$ cat config.mk
export PLATFORM = sky130hd
export DESIGN_NAME = ram_stream_reader
export DESIGN_NICKNAME = d
export VERILOG_FILES = /design/src/rtl/ram_stream_reader.sv
export SDC_FILE = /design/constraint.sdc
export NUM_CORES = 1
export LEC_CHECK = 0
export CAP_MARGIN = 20
export CORE_MARGIN = 5
export CORE_UTILIZATION = 60
export DETAILED_ROUTE_END_ITERATION = 8
export PLACE_DENSITY = 0.86
export SYNTH_ARGS = -nofsm -noshare
export SYNTH_HDL_FRONTEND = slang
export SYNTH_SLANG_ARGS = --single-unit
$ cat constraint.sdc
create_clock -name clock -period 6.65 [get_ports clock]
set_input_delay 0.9975 -clock clock [delete_from_list [all_inputs] [get_ports clock]]
set_output_delay 0.9975 -clock clock [all_outputs]
set_load 0.02 [all_outputs]
$ cat src/rtl/ram_stream_reader.sv
// Dumps a contiguous, wrapping range of a synchronous RAM as a valid/ready stream
// with a running checksum. A 2-entry FIFO hides the RAM's 1-cycle read latency.
module ram_stream_reader #(
    parameter int ADDR_SIZE = 18,
    parameter int WORD_SIZE = 18,
    parameter int MEM_SIZE  = 1024
) (
    input  logic                 clock,
    input  logic                 reset,
    input  logic                 start,
    input  logic [ADDR_SIZE-1:0] first_addr,
    input  logic [ADDR_SIZE-1:0] word_count,
    output logic [ADDR_SIZE-1:0] mem_addr,
    input  logic [WORD_SIZE-1:0] mem_data,
    output logic [WORD_SIZE-1:0] out_data,
    output logic                 out_valid,
    input  logic                 out_ready,
    output logic                 out_last,
    output logic                 busy,
    output logic                 done,
    output logic [WORD_SIZE-1:0] checksum
);

    typedef enum logic [1:0] {IDLE, READ, DRAIN, FINISH} state_t;

    localparam logic [ADDR_SIZE-1:0] LAST_ADDR = ADDR_SIZE'(MEM_SIZE - 1);
    localparam logic [ADDR_SIZE-1:0] ONE       = ADDR_SIZE'(1);

    state_t               state, state_next;
    logic [ADDR_SIZE-1:0] count_q, issued, sent;
    logic [ADDR_SIZE-1:0] rd_addr, addr_hold;
    logic [WORD_SIZE-1:0] fifo_head, fifo_tail;
    logic [1:0]           fifo_count;
    logic                 inflight, accept, issue, pop;
    logic [2:0]           occupancy;

    assign out_valid = (fifo_count != 2'd0);
    assign out_data  = fifo_head;
    assign pop       = out_valid && out_ready;
    assign out_last  = out_valid && (sent == count_q - ONE);
    // Slots already committed this cycle: stored words plus the read in flight,
    // minus the word leaving now.
    assign occupancy = 3'(fifo_count) + 3'(inflight) - 3'(pop);
    assign mem_addr  = issue ? rd_addr : addr_hold;

    always_comb begin
        state_next = state;
        busy       = 1'b0;
        done       = 1'b0;
        issue      = 1'b0;
        accept     = 1'b0;
        case (state)
            IDLE, FINISH: begin
                done       = (state == FINISH);
                state_next = IDLE;
                if (start) begin
                    accept     = 1'b1;
                    state_next = (word_count == '0) ? FINISH : READ;
                end
            end
            READ: begin
                busy  = 1'b1;
                issue = (issued != count_q) && (occupancy < 3'd2);
                if (issue && (issued == count_q - ONE)) state_next = DRAIN;
            end
            DRAIN: begin
                busy = 1'b1;
                if (pop && (sent == count_q - ONE)) state_next = FINISH;
            end
            default: state_next = IDLE;
        endcase
    end

    // NOTE: all state below uses non-blocking assignments so every register
    // samples the pre-edge values regardless of statement order.
    always_ff @(posedge clock) begin
        if (reset) begin
            state      <= IDLE;
            count_q    <= '0;
            issued     <= '0;
            sent       <= '0;
            rd_addr    <= '0;
            addr_hold  <= '0;
            checksum   <= '0;
            inflight   <= 1'b0;
            fifo_count <= 2'd0;
            // NOTE: the two FIFO data words are reset too, because out_data
            // must read zero after reset; larger storage would be left unreset.
            fifo_head  <= '0;
            fifo_tail  <= '0;
        end else begin
            state    <= state_next;
            inflight <= issue;

            if (accept) begin
                count_q  <= word_count;
                rd_addr  <= (first_addr > LAST_ADDR) ? '0 : first_addr;
                issued   <= '0;
                sent     <= '0;
                checksum <= '0;
            end else begin
                if (issue) begin
                    rd_addr   <= (rd_addr == LAST_ADDR) ? '0 : rd_addr + ONE;
                    addr_hold <= rd_addr;
                    issued    <= issued + ONE;
                end
                if (pop) begin
                    sent     <= sent + ONE;
                    checksum <= checksum + fifo_head;
                end
            end

            // The read issued last cycle has its data on mem_data now.
            case ({inflight, pop})
                2'b10: begin
                    if (fifo_count == 2'd0) fifo_head <= mem_data;
                    else                    fifo_tail <= mem_data;
                    fifo_count <= fifo_count + 2'd1;
                end
                2'b01: begin
                    fifo_head  <= fifo_tail;
                    fifo_count <= fifo_count - 2'd1;
                end
                2'b11: begin
                    if (fifo_count == 2'd1) begin
                        fifo_head <= mem_data;
                    end else begin
                        fifo_head <= fifo_tail;
                        fifo_tail <= mem_data;
                    end
                end
                default: ;
            endcase
        end
    end

endmodule

======== After elaboration in Yosys (flattened, before gate mapping) ========
Index checks and enable logic that the tools add are counted.
cells by class
  add/sub/neg operators ................... 9
  $mul .................................... 0
  div/mod/pow operators ................... 0
  magnitude comparators ................... 2
  equality and inequality tests ........... 16
  shifts and indexed selects .............. 0
  multiplexer cells ....................... 22
  bitwise logic cells ..................... 0
  reductions and logical operators ........ 19
operators by type and width
  cell                     number
  $mux W18                 9
  $add A18 B1 Y18 const B  3
  $pmux W18 S3             1
  $eq A18 B18 Y1           2
  $pmux W18 S2             1
  $add A18 B18 Y18         1
  $eq A18 B10 Y1 const B   1
  $gt A18 B10 Y1 const B   1
  $logic_not A18 Y1        1
  $ne A18 B18 Y1           1
  $sub A18 B1 Y18 const B  1
  $ne A2 B2 Y1 const B     5
  $eq A2 B2 Y1 const B     4
  $mux W2                  4
  $reduce_bool A2 Y1       4
  $eq A2 B1 Y1 const B     3
  $pmux W2 S3              1
  $reduce_or A2 Y1         3
  $logic_and A1 B1 Y1      5
  $mux W1                  5
  $logic_not A2 Y1         2
  $pmux W2 S2              1
  $reduce_and A2 Y1        2
  $add A2 B1 Y3            1
  6 further kinds          6
storage, ports and cells
  register bits ........................... 149
  bits in latches ......................... 0
  RAM bits ................................ 0
  memory bits (read-only) ................. 0
  bits of input ports ..................... 58
  output and inout bits ................... 58
  logic and storage cells ................. 79
  memories ................................ 0

======== Logic depth before layout (Yosys ltp) ========
Gate-level depths: netlist of run 1.
  word-level depth ........................ 8
  mapped depth ............................ 19
  gate-level depth less buffers ........... 15

======== Worst setup path before layout of run 1 ========
Ideal clock, no wire load.
  kind .................................... input-to-output
  from .................................... input out_ready
  to ...................................... output mem_addr[2]
  arrival time ............................ 4077 ps
  required time ........................... 5653 ps
  setup slack ............................. 1576 ps
  stages .................................. 12
  buffers on the path ..................... 4
  cells stage by stage .................... nand2_1 > inv_1 > clkbuf_1 > buf_1 > ha_1 > nor2_1 > fa_1 > nand2b_1 > a311o_1 > clkbuf_1 > clkbuf_1 > o21ai_0
on the way
  word-level cells in the longest chain between the ends .. 6
RTL lines
  what                 RTL line  text
  from (decl)          17        input logic out_ready,
  $logic_and A1 B1 Y1  39        assign pop = out_valid && out_ready;
  named net pop        34        logic inflight, accept, issue, pop;
  $sub A3 B1 Y3        43        assign occupancy = 3'(fifo_count) + 3'(inflight) - 3'(pop);
  $lt A3 B2 Y1         63        issue = (issued != count_q) && (occupancy < 3'd2);
  $logic_and A1 B1 Y1  63
  $mux W1              52        case (state)
  $mux W18             --
  to (decl)            13        output logic [ADDR_SIZE-1:0] mem_addr,
The timed path passes the listed nets, and every way through them passes these cells.

======== Worst setup path after layout of run 1 ========
  from .................................... input out_ready
  to ...................................... output mem_addr[2]
on the way
  word-level cells in the longest chain between the ends .. 6
RTL lines
  what                 RTL line
  $logic_and A1 B1 Y1  39
  $sub A3 B1 Y3        43
  $lt A3 B2 Y1         63
  $logic_and A1 B1 Y1  63
  $mux W1              52
  $mux W18             --
No other way between the ends.

==> impl_metrics.csv, run 1 <==
group,metric,value,unit
outcome,status,"completed",
cells_and_area,stdcell_count,1327,
hold_path,hold_path_depth,2,
global_routing,grt_pass1_wl,38000,um
logic_synthesis,yosysTopAreaCell,"dfxtp_1",
run,cap_violations,0,
power,p_switching,1680,uW
timing,worst_pin_slew,1.08,ns
timing,maxSlewHeadroom,0.272,
timing,timing_hold_violations_final,0,
route,vias_per_cell,6.05,
logic_synthesis,synthesis.nets,1145,
global_routing,antenna_found_initial,0,
cells_and_area,area_delta_synth_final,21.7,%
place,dp_hpwl,16300,um
global_routing,grt_max_degree,93,
cells_and_area,final_util,0.747,
timing,fmax,189,MHz
place,place_ws,1.12,ns
logic_synthesis,ys_top_cells_by_area,"dfxtp_1 35%, nor2_1 6.5%, xor2_1 4.9%",
floorplanning,fp-row-count,43,
hold_path,worstHoldStart,"checksum[6]",
cts,post-cts-setup-buffers,0,
cts,numCtsBuffers,17,
logic_synthesis,yosysSeqAreaShare,0.350,
place,port_buffers,115,
timing,maxSlewViolCount,0,
cts,h-tree-depth,4,
timing,setup_viol,0,
logic_synthesis,synth_edf_count,0,
logic_synthesis,synth_cells,1055,
logic_synthesis,yosysUniqueCellTypes,72,
route,drt_iter0_drc,634,
route,drt.antenna.violating_nets,0,
power,seqPwrFrac,0.309,
floorplanning,placeableCoreArea,0.0139,mm2
power,p_int,2480,uW
cts,cts-root-buf,"clkbuf_16",
worst_setup_path,r2r_slack,2.55,ns
floorplanning,io_pins,116,
cts,clk_latency,0.43,ns
worst_setup_path,worstPathArrival,4.29,ns
worst_setup_path,end_kind,"output port",
worst_setup_path,r2r-start,"fifo_count[1]",
place,placed_cells,1294,
logic_synthesis,async_reset_ff_frac,0,
logic_synthesis,synth_top_area_frac,0.350,
timing,setup-tns-final,0,ns
power,p_clk_frac,0.251,
global_routing,grt-ovfl-total,0,
power,irDropWorstVdd,0.302,mV
place,globalplace.congestion,0.980,
floorplanning,dieArea,0.0167,mm2
power,power_frac_comb,0.440,
cells_and_area,final_nets,1224,
route,drcViolationCount,0,
worst_setup_path,start_kind,"input port",
logic_synthesis,synth_area_per_cell,8.08,um2
power,pwr_density_cell,402,mW/mm2
global_routing,gr-usage-all-layers,0.282,
route,via_count,8029,
worst_setup_path,cp_max_fo,24,
cts,clkTransAtPathRegs,0.06,ns
cells_and_area,drive_above_1_share,0.0706,
power,power,4170,uW
route,wl,23200,um
hold_path,hold-path-endpoint,"checksum[6]",
global_routing,grt_pass1_vias,7557,
worst_setup_path,cp.required,5.65,ns
cts,cts_tree,"yes",
worst_setup_path,critical_path_class,"in2out",
cts,post_cts_resized,0,
timing,finClkSkew,0.0106,ns
worst_setup_path,r2r_cells,15,
timing,fin_ws,1.36,ns
timing,rsz0062_at_grt,"no",
cts,clock-sinks,149,
floorplanning,start_util,0.614,
logic_synthesis,yosys_warnings,0,
route,drtPass1Iterations,5,
floorplanning,die_w,129,um
route,avgRoutedWirePerCell,17.5,um
cts,clock_path_buffers,2,
cts,postCtsHoldBufs,0,
timing,fin_crit,5.29,ns
worst_setup_path,r2r_end,"issued[17]",
logic_synthesis,ys_seq_elements,149,
logic_synthesis,synthFlopType,"dfxtp_1",
power,switching_share,0.404,
cells_and_area,antenna_cells,0,
hold_path,hold_class,"reg2reg",
floorplanning,dieHeight,129,um
logic_synthesis,synth_area,0.00852,mm2
timing,post-route-period-util,0.795,
power,p_leak,0.00396,uW
[kinds of logic after synthesis]
| family | share of synthesized area |
|---|---|
| and+or+nand+nor | 0.237 |
| AOI/OAI and AO/OA | 0.175 |
| DFF | 0.350 |
| buffers and inverters | 0.0471 |
| xor gates and xnor gates | 0.0920 |
| muxes | 0.0505 |
| adders and majority gates | 0.0487 |
[Yosys cell counts, types with 9 or more instances]
library cell,number
clkbuf_1,48
a22oi_1,20
xnor2_1,39
nand3_1,23
inv_1,31
buf_2,9
nor3_1,37
nand2_1,100
a21oi_1,71
mux2i_1,25
and3_1,20
nor2_1,147
nand4_1,20
xor2_1,48
ha_1,30
or3_1,13
nor4_1,17
a211oi_1,29
mux2_2,16
dfxtp_1,149
o21ai_0,32
buf_1,10
[registers in the layout (all words and copies together) (netlist names), 18 cells and up]
register   flops
issued        18
count_q       18
out_data      18
rd_addr       18
sent          18
addr_hold     18
checksum      18
fifo_tail     18
[power by group through the flow]
stage / logic, uW / registers [uW] / clock network [uW]
after floorplan: 1230 / 1270 / 0
after global placement: 1760 / 1290 / 0
after detailed placement: 1790 / 1300 / 0
after CTS: 1820 / 1280 / 1050
after global routing: 2000 / 1310 / 1100
final: 1830 / 1290 / 1050
[area by class of cell]
| type | count | area, um2 |
|---|---|---|
| Sequential cell | 149 | 2980 |
| Clock inverter | 11 | 161 |
| Inverter | 31 | 116 |
| Fill cell | 1040 | 3510 |
| Multi-Input combinational cell | 806 | 5150 |
| Timing Repair Buffer | 129 | 1260 |
| Tap cell | 180 | 225 |
| Clock buffer | 21 | 480 |
[cell usage in the layout, fill, tap and decap left out, drive strengths merged, types with 15 or more instances in the layout]
| master | instances |
|---|---|
| nand2 | 100 |
| mux2i | 25 |
| a22oi | 20 |
| buf | 15 |
| inv | 36 |
| o21ai | 33 |
| nor4 | 18 |
| nor2 | 147 |
| a21oi | 71 |
| clkdlybuf4s50 | 114 |
| clkbuf | 21 |
| and3 | 20 |
| nand3 | 23 |
| nor3 | 39 |
| mux2 | 16 |
| dfxtp | 149 |
| nand4 | 20 |
| ha | 30 |
| xor2 | 48 |
| a211oi | 30 |
| xnor2 | 39 |
[worst max-delay path: stages]
cell and delay [ns]:
clkdlybuf4s50_1 0.46, nand2_1 0.07, inv_1 0.11, ha_1 0.28, nor2_1 0.19, fa_1 0.43
nand2b_1 0.18, a311o_1 0.40, buf_8 0.20, o21ai_0 0.29, clkdlybuf4s50_1 0.68
[per-layer routing]
metal,track usage,vias to the layer above,share of wire
li1,-,3913,-
met5,0,-,0
met2,0.453,295,0.47
met3,0.0701,43,0.080
met1,0.372,3778,0.42
met4,0.0933,0,0.022
[through the flow]
step	area [um2]	hold WS, ns
6_report	10400	0.475
5_1_grt	10400	0.498
4_1_cts	10400	0.475
3_5_place_dp	9720	0.467
3_3_place_gp	9720	0.448
2_1_floorplan	8520	0.432
[worst max path at each step]
| stage | startpoint | cells past startpoint | to | slack [ns] |
|---|---|---|---|---|
| 2_1_floorplan | out_ready | 12 | mem_addr[2] | 1.58 |
| 3_3_place_gp | out_ready | 11 | mem_addr[5] | 1.29 |
| 3_5_place_dp | out_ready | 11 | mem_addr[5] | 1.12 |
| 4_1_cts | out_ready | 11 | mem_addr[5] | 1.09 |
| 5_1_grt | out_ready | 11 | mem_addr[2] | 1.23 |
| 6_report | out_ready | 11 | mem_addr[2] | 1.36 |
Note: power is estimated with default switching activity, not from simulation.
==> run 2, diff against run 1 <==
Settings changed: CORE_UTILIZATION 60 to 56, PLACE_DENSITY 0.86 to 0.81.
Clock period 6.65 ns to 5.43 ns, I/O delays scaled along.
==> impl_metrics.csv, run 2 (synthesis results as in run 1) <==
group,metric,value,unit
hold_path,hold-path-endpoint,"addr_hold[2]",
global_routing,grt_pass1_wl,37600,um
timing,rsz0062_at_grt,"no",
cts,cts-root-buf,"clkbuf_16",
cts,cts_tree,"yes",
timing,finClkSkew,0.00942,ns
place,port_buffers,115,
cts,clock-sinks,149,
hold_path,hold_class,"reg2reg",
outcome,status,"completed",
worst_setup_path,r2r_cells,15,
route,drcViolationCount,0,
floorplanning,die_w,133,um
cts,post_cts_resized,0,
place,globalplace.congestion,1.03,
timing,setup-tns-final,0,ns
worst_setup_path,critical_path_class,"in2out",
cts,numCtsBuffers,17,
hold_path,worstHoldStart,"addr_hold[2]",
floorplanning,dieHeight,133,um
worst_setup_path,cpPeakStageDelay,0.66,ns
timing,worst_pin_slew,1.09,ns
floorplanning,fp-row-count,45,
worst_setup_path,startpoint,"out_ready",
cells_and_area,drive_above_1_share,0.0722,
floorplanning,io_pins,116,
cts,clock_path_buffers,2,
global_routing,grt-ovfl-total,0,
cells_and_area,final_cell_mix,"149 x dfxtp_1, 147 x nor2_1, 114 x clkdlybuf4s50_1, 100 x nand2_1, 70 x a21oi_1",
worst_setup_path,r2r_slack,1.28,ns
cts,clk_latency,0.43,ns
global_routing,grt_pass1_vias,7553,
power,power,4980,uW
cts,postCtsHoldBufs,0,
route,drt.antenna.violating_nets,0,
worst_setup_path,start_kind,"input port",
route,wl,22800,um
cts,h-tree-depth,4,
route,via_count,7936,
cells_and_area,fillers,1257,
timing,maxSlewHeadroom,0.268,
place,dp_hpwl,16200,um
timing,setup_viol,0,
worst_setup_path,cp.required,4.62,ns
cells_and_area,antenna_cells,0,
floorplanning,start_util,0.565,
global_routing,grt_max_degree,93,
timing,maxSlewViolCount,0,
worst_setup_path,end_kind,"output port",
timing,fin_crit,4.90,ns
cells_and_area,final_nets,1226,
route,drt_iter0_drc,664,
worst_setup_path,path_common_cell,"clkdlybuf4s50_1",
global_routing,gr-usage-all-layers,0.256,
floorplanning,dieArea,0.0178,mm2
cts,clkTransAtPathRegs,0.07,ns
worst_setup_path,r2r-start,"fifo_count[1]",
run,cap_violations,0,
route,vias_per_cell,5.94,
cells_and_area,layout_commonest_cell,"dfxtp_1",
timing,timing_hold_violations_final,0,
power,p_leak,0.00393,uW
route,drtPass1Iterations,5,
worst_setup_path,r2r_end,"issued[16]",
worst_setup_path,worstPathArrival,4.09,ns
floorplanning,placeableCoreArea,0.0151,mm2
worst_setup_path,cp_max_fo,19,
cells_and_area,area_delta_synth_final,21.1,%
power,irDropWorstVdd,0.316,mV
route,avgRoutedWirePerCell,17.1,um
cts,post-cts-setup-buffers,0,
timing,post-route-period-util,0.903,
global_routing,antenna_found_initial,0,
worst_setup_path,crit_chain,"clkdlybuf4s50_1, nand2_1, inv_1, ha_1, nor2_1, fa_1, nand2b_1, a311o_1, buf_8, o21ai_0, clkdlybuf4s50_1",
power,pwr_density_cell,482,mW/mm2
hold_path,hold_path_depth,2,
worst_setup_path,critPathSlowestCell,"clkdlybuf4s50_1",
timing,fmax,204,MHz
-- run 2: cell count changes in the layout (fill, tap and decap cells not counted) --
cell,previous run,this run
buf_4,13,14
bufinv_16,3,0
clkbuf_2,0,1
clkbuf_8,4,1
clkinv_2,0,1
inv_6,4,6
inv_8,1,4
-- run 2: through the flow --
step                      instances  setup slack (ns)  instance area [um2]  hold WS, ns   util
after floorplan                1055             0.690                 8520        0.432      -
after global placement         1303             0.384                 9730        0.440  0.645
after detailed placement       1303             0.361                 9730        0.446  0.645
after CTS                      1335             0.355                10300        0.457  0.683
after global routing           1337             0.311                10300        0.489  0.684
final                          1337             0.526                10300        0.457  0.684
-- run 2: area by class of cell --
cell class                 instances  area (um2)  share of cell area
multi-input combinational        806        5150               0.499
sequential                       149        2980               0.289
timing repair buffer             131        1270               0.123
clock buffer                      18         439              0.0426
inverter                          31         116              0.0113
clock inverter                    14         128              0.0124
tap                              188         235              0.0228
-- run 2: layer usage --
layer  vias up  track usage  wire, um
li1       3922            -         -
met1      3728        0.339     10200
met2       237        0.410     10600
met3        49       0.0650      1450
met4         0       0.0863       563
met5         -            0         0
-- run 2: worst max-delay path by stage --
stage | cells after the start | endpoint | slack (ns)
after floorplan | 15 | mem_addr[2] | 0.69
after global placement | 11 | mem_addr[10] | 0.38
after detailed placement | 11 | mem_addr[6] | 0.36
after CTS | 11 | mem_addr[6] | 0.36
after global routing | 13 | mem_addr[4] | 0.31
final | 11 | mem_addr[4] | 0.53
-- run 2: critical path, delay by kind of cell --
family / cells / cell delay [ns]
buffers and inverters: 4 / 1.44
AOI/OAI and AO/OA: 2 / 0.72
adders and majority gates: 2 / 0.69
and+or+nand+nor: 3 / 0.40
-- run 2: power by group --
group / leakage [uW] / switching [uW] / total [uW] / internal, uW
Sequential: 0.00121 / 261 / 1570 / 1310
Combinational: 0.00244 / 1310 / 2270 / 959
Clock: 0.000280 / 521 / 1140 / 618
Total: 0.00393 / 2090 / 4980 / 2880
==> run 3, diff against run 2 <==
Settings changed: RECOVER_POWER set to 50.
==> impl_metrics.csv, run 3 (synthesis results as in run 1) <==
group,metric,value,unit
route,via_count,7951,
run,cap_violations,1,
floorplanning,dieArea,0.0178,mm2
route,wl,22900,um
power,power,4940,uW
power,p_leak,0.00404,uW
route,drcViolationCount,0,
cells_and_area,antenna_cells,0,
place,dp_hpwl,16200,um
cts,cts_tree,"yes",
place,port_buffers,115,
timing,fin_crit,4.91,ns
floorplanning,placeableCoreArea,0.0151,mm2
timing,finalHoldWorstSlack,0.457,ns
cts,cts-root-buf,"clkbuf_16",
power,pwr_density_cell,480,mW/mm2
timing,rsz0062_at_grt,"no",
timing,timing_hold_violations_final,0,
worst_setup_path,cp.required,4.62,ns
cells_and_area,layout_commonest_cell,"dfxtp_1",
route,drt_iter0_drc,642,
worst_setup_path,end_kind,"output port",
timing,post-route-period-util,0.904,
worst_setup_path,cp_max_fo,19,
route,avgRoutedWirePerCell,17.1,um
timing,finClkSkew,0.00988,ns
place,placed_cells,1303,
cells_and_area,drive_above_1_share,0.0688,
timing,maxSlewViolCount,33,
global_routing,grt-ovfl-total,0,
global_routing,grt_max_degree,93,
floorplanning,io_pins,116,
hold_path,hold_class,"reg2reg",
timing,setup-tns-final,0,ns
route,drt.antenna.violating_nets,0,
cts,postCtsHoldBufs,0,
route,drtPass1Iterations,5,
floorplanning,die_w,133,um
timing,fmax,204,MHz
global_routing,antenna_found_initial,0,
outcome,violations,"capacitance limit, slew limit",
cts,clkTransAtPathRegs,0.07,ns
cells_and_area,final_nets,1226,
cts,numCtsBuffers,17,
global_routing,grt_pass1_wl,37600,um
floorplanning,start_util,0.565,
timing,worst_pin_slew,1.50,ns
place,globalplace.congestion,1.03,
cells_and_area,final_cell_mix,"149 x dfxtp_1, 147 x nor2_1, 100 x nand2_1, 75 x clkdlybuf4s50_1, 70 x a21oi_1",
floorplanning,dieHeight,133,um
timing,setup_viol,0,
global_routing,gr-usage-all-layers,0.256,
cts,clock-sinks,149,
cts,post_cts_resized,0,
cells_and_area,area_delta_synth_final,20.9,%
cts,h-tree-depth,4,
cells_and_area,stdcell_count,1337,
cts,clock_path_buffers,2,
floorplanning,fp-row-count,45,
power,irDropWorstVdd,0.316,mV
worst_setup_path,start_kind,"input port",
cts,clk_latency,0.43,ns
worst_setup_path,critical_path_class,"in2out",
route,vias_per_cell,5.95,
timing,maxSlewHeadroom,-0.00229,
worst_setup_path,worstPathArrival,4.09,ns
outcome,status,"finished with violations",
global_routing,grt_pass1_vias,7553,
cts,post-cts-setup-buffers,0,
-- run 3: cell count changes in the layout (fill, tap and decap cells not counted), sizes merged --
| cell | change |
|---|---|
| clkbuf | +3 |
| clkdlybuf4s50 | -39 |
| buf | -3 |
| dlygate4sd3 | +39 |
-- run 3: stage by stage --
stage | setup slack [ns] | util | instance area, um2
final | 0.523 | 0.683 | 10300
after global routing | 0.315 | 0.683 | 10300
after CTS | 0.355 | 0.683 | 10300
after detailed placement | 0.361 | 0.645 | 9730
after global placement | 0.384 | 0.645 | 9730
after floorplan | 0.690 | - | 8520
-- run 3: power breakdown --
| part | switching [uW] | leakage [uW] | total (uW) | internal, uW |
|---|---|---|---|---|
| Sequential | 259 | 0.00121 | 1560 | 1310 |
| Clock | 520 | 0.000280 | 1140 | 618 |
| Combinational | 1310 | 0.00255 | 2240 | 928 |
-- run 3: worst paths after layout --
path	from	endpoint	slack (ns)	cells after the start
setup / recovery	out_ready	mem_addr[4]	0.52	11
hold / removal	addr_hold[2]	addr_hold[2]	0.46	2
setup reg to reg	fifo_count[1]	issued[16]	1.25	15
hold reg to reg	addr_hold[2]	addr_hold[2]	0.46	2
-- run 3: area by class of cell --
cell class                 count  area, um2
clock inverter                14        128
fill                        1263       4780
multi-input combinational    806       5150
tap                          188        235
timing repair buffer         131       1260
sequential                   149       2980
inverter                      31        116
clock buffer                  18        439
-- run 3: metal layers --
layer	up-vias	global-route usage	routed length, um
li1	3918	-	-
met1	3689	0.339	10100
met2	281	0.410	10600
met3	63	0.0650	1620
met4	0	0.0863	602
met5	-	0	0
-- run 3: critical path, cell delays in order --
cell and delay, ns:
clkdlybuf4s50_1 0.46, nand2_1 0.06, inv_1 0.09, ha_1 0.26, nor2_1 0.17, fa_1 0.43, nand2b_1 0.18, a311o_1 0.48
buf_8 0.23, o21ai_0 0.24, clkdlybuf4s50_1 0.66
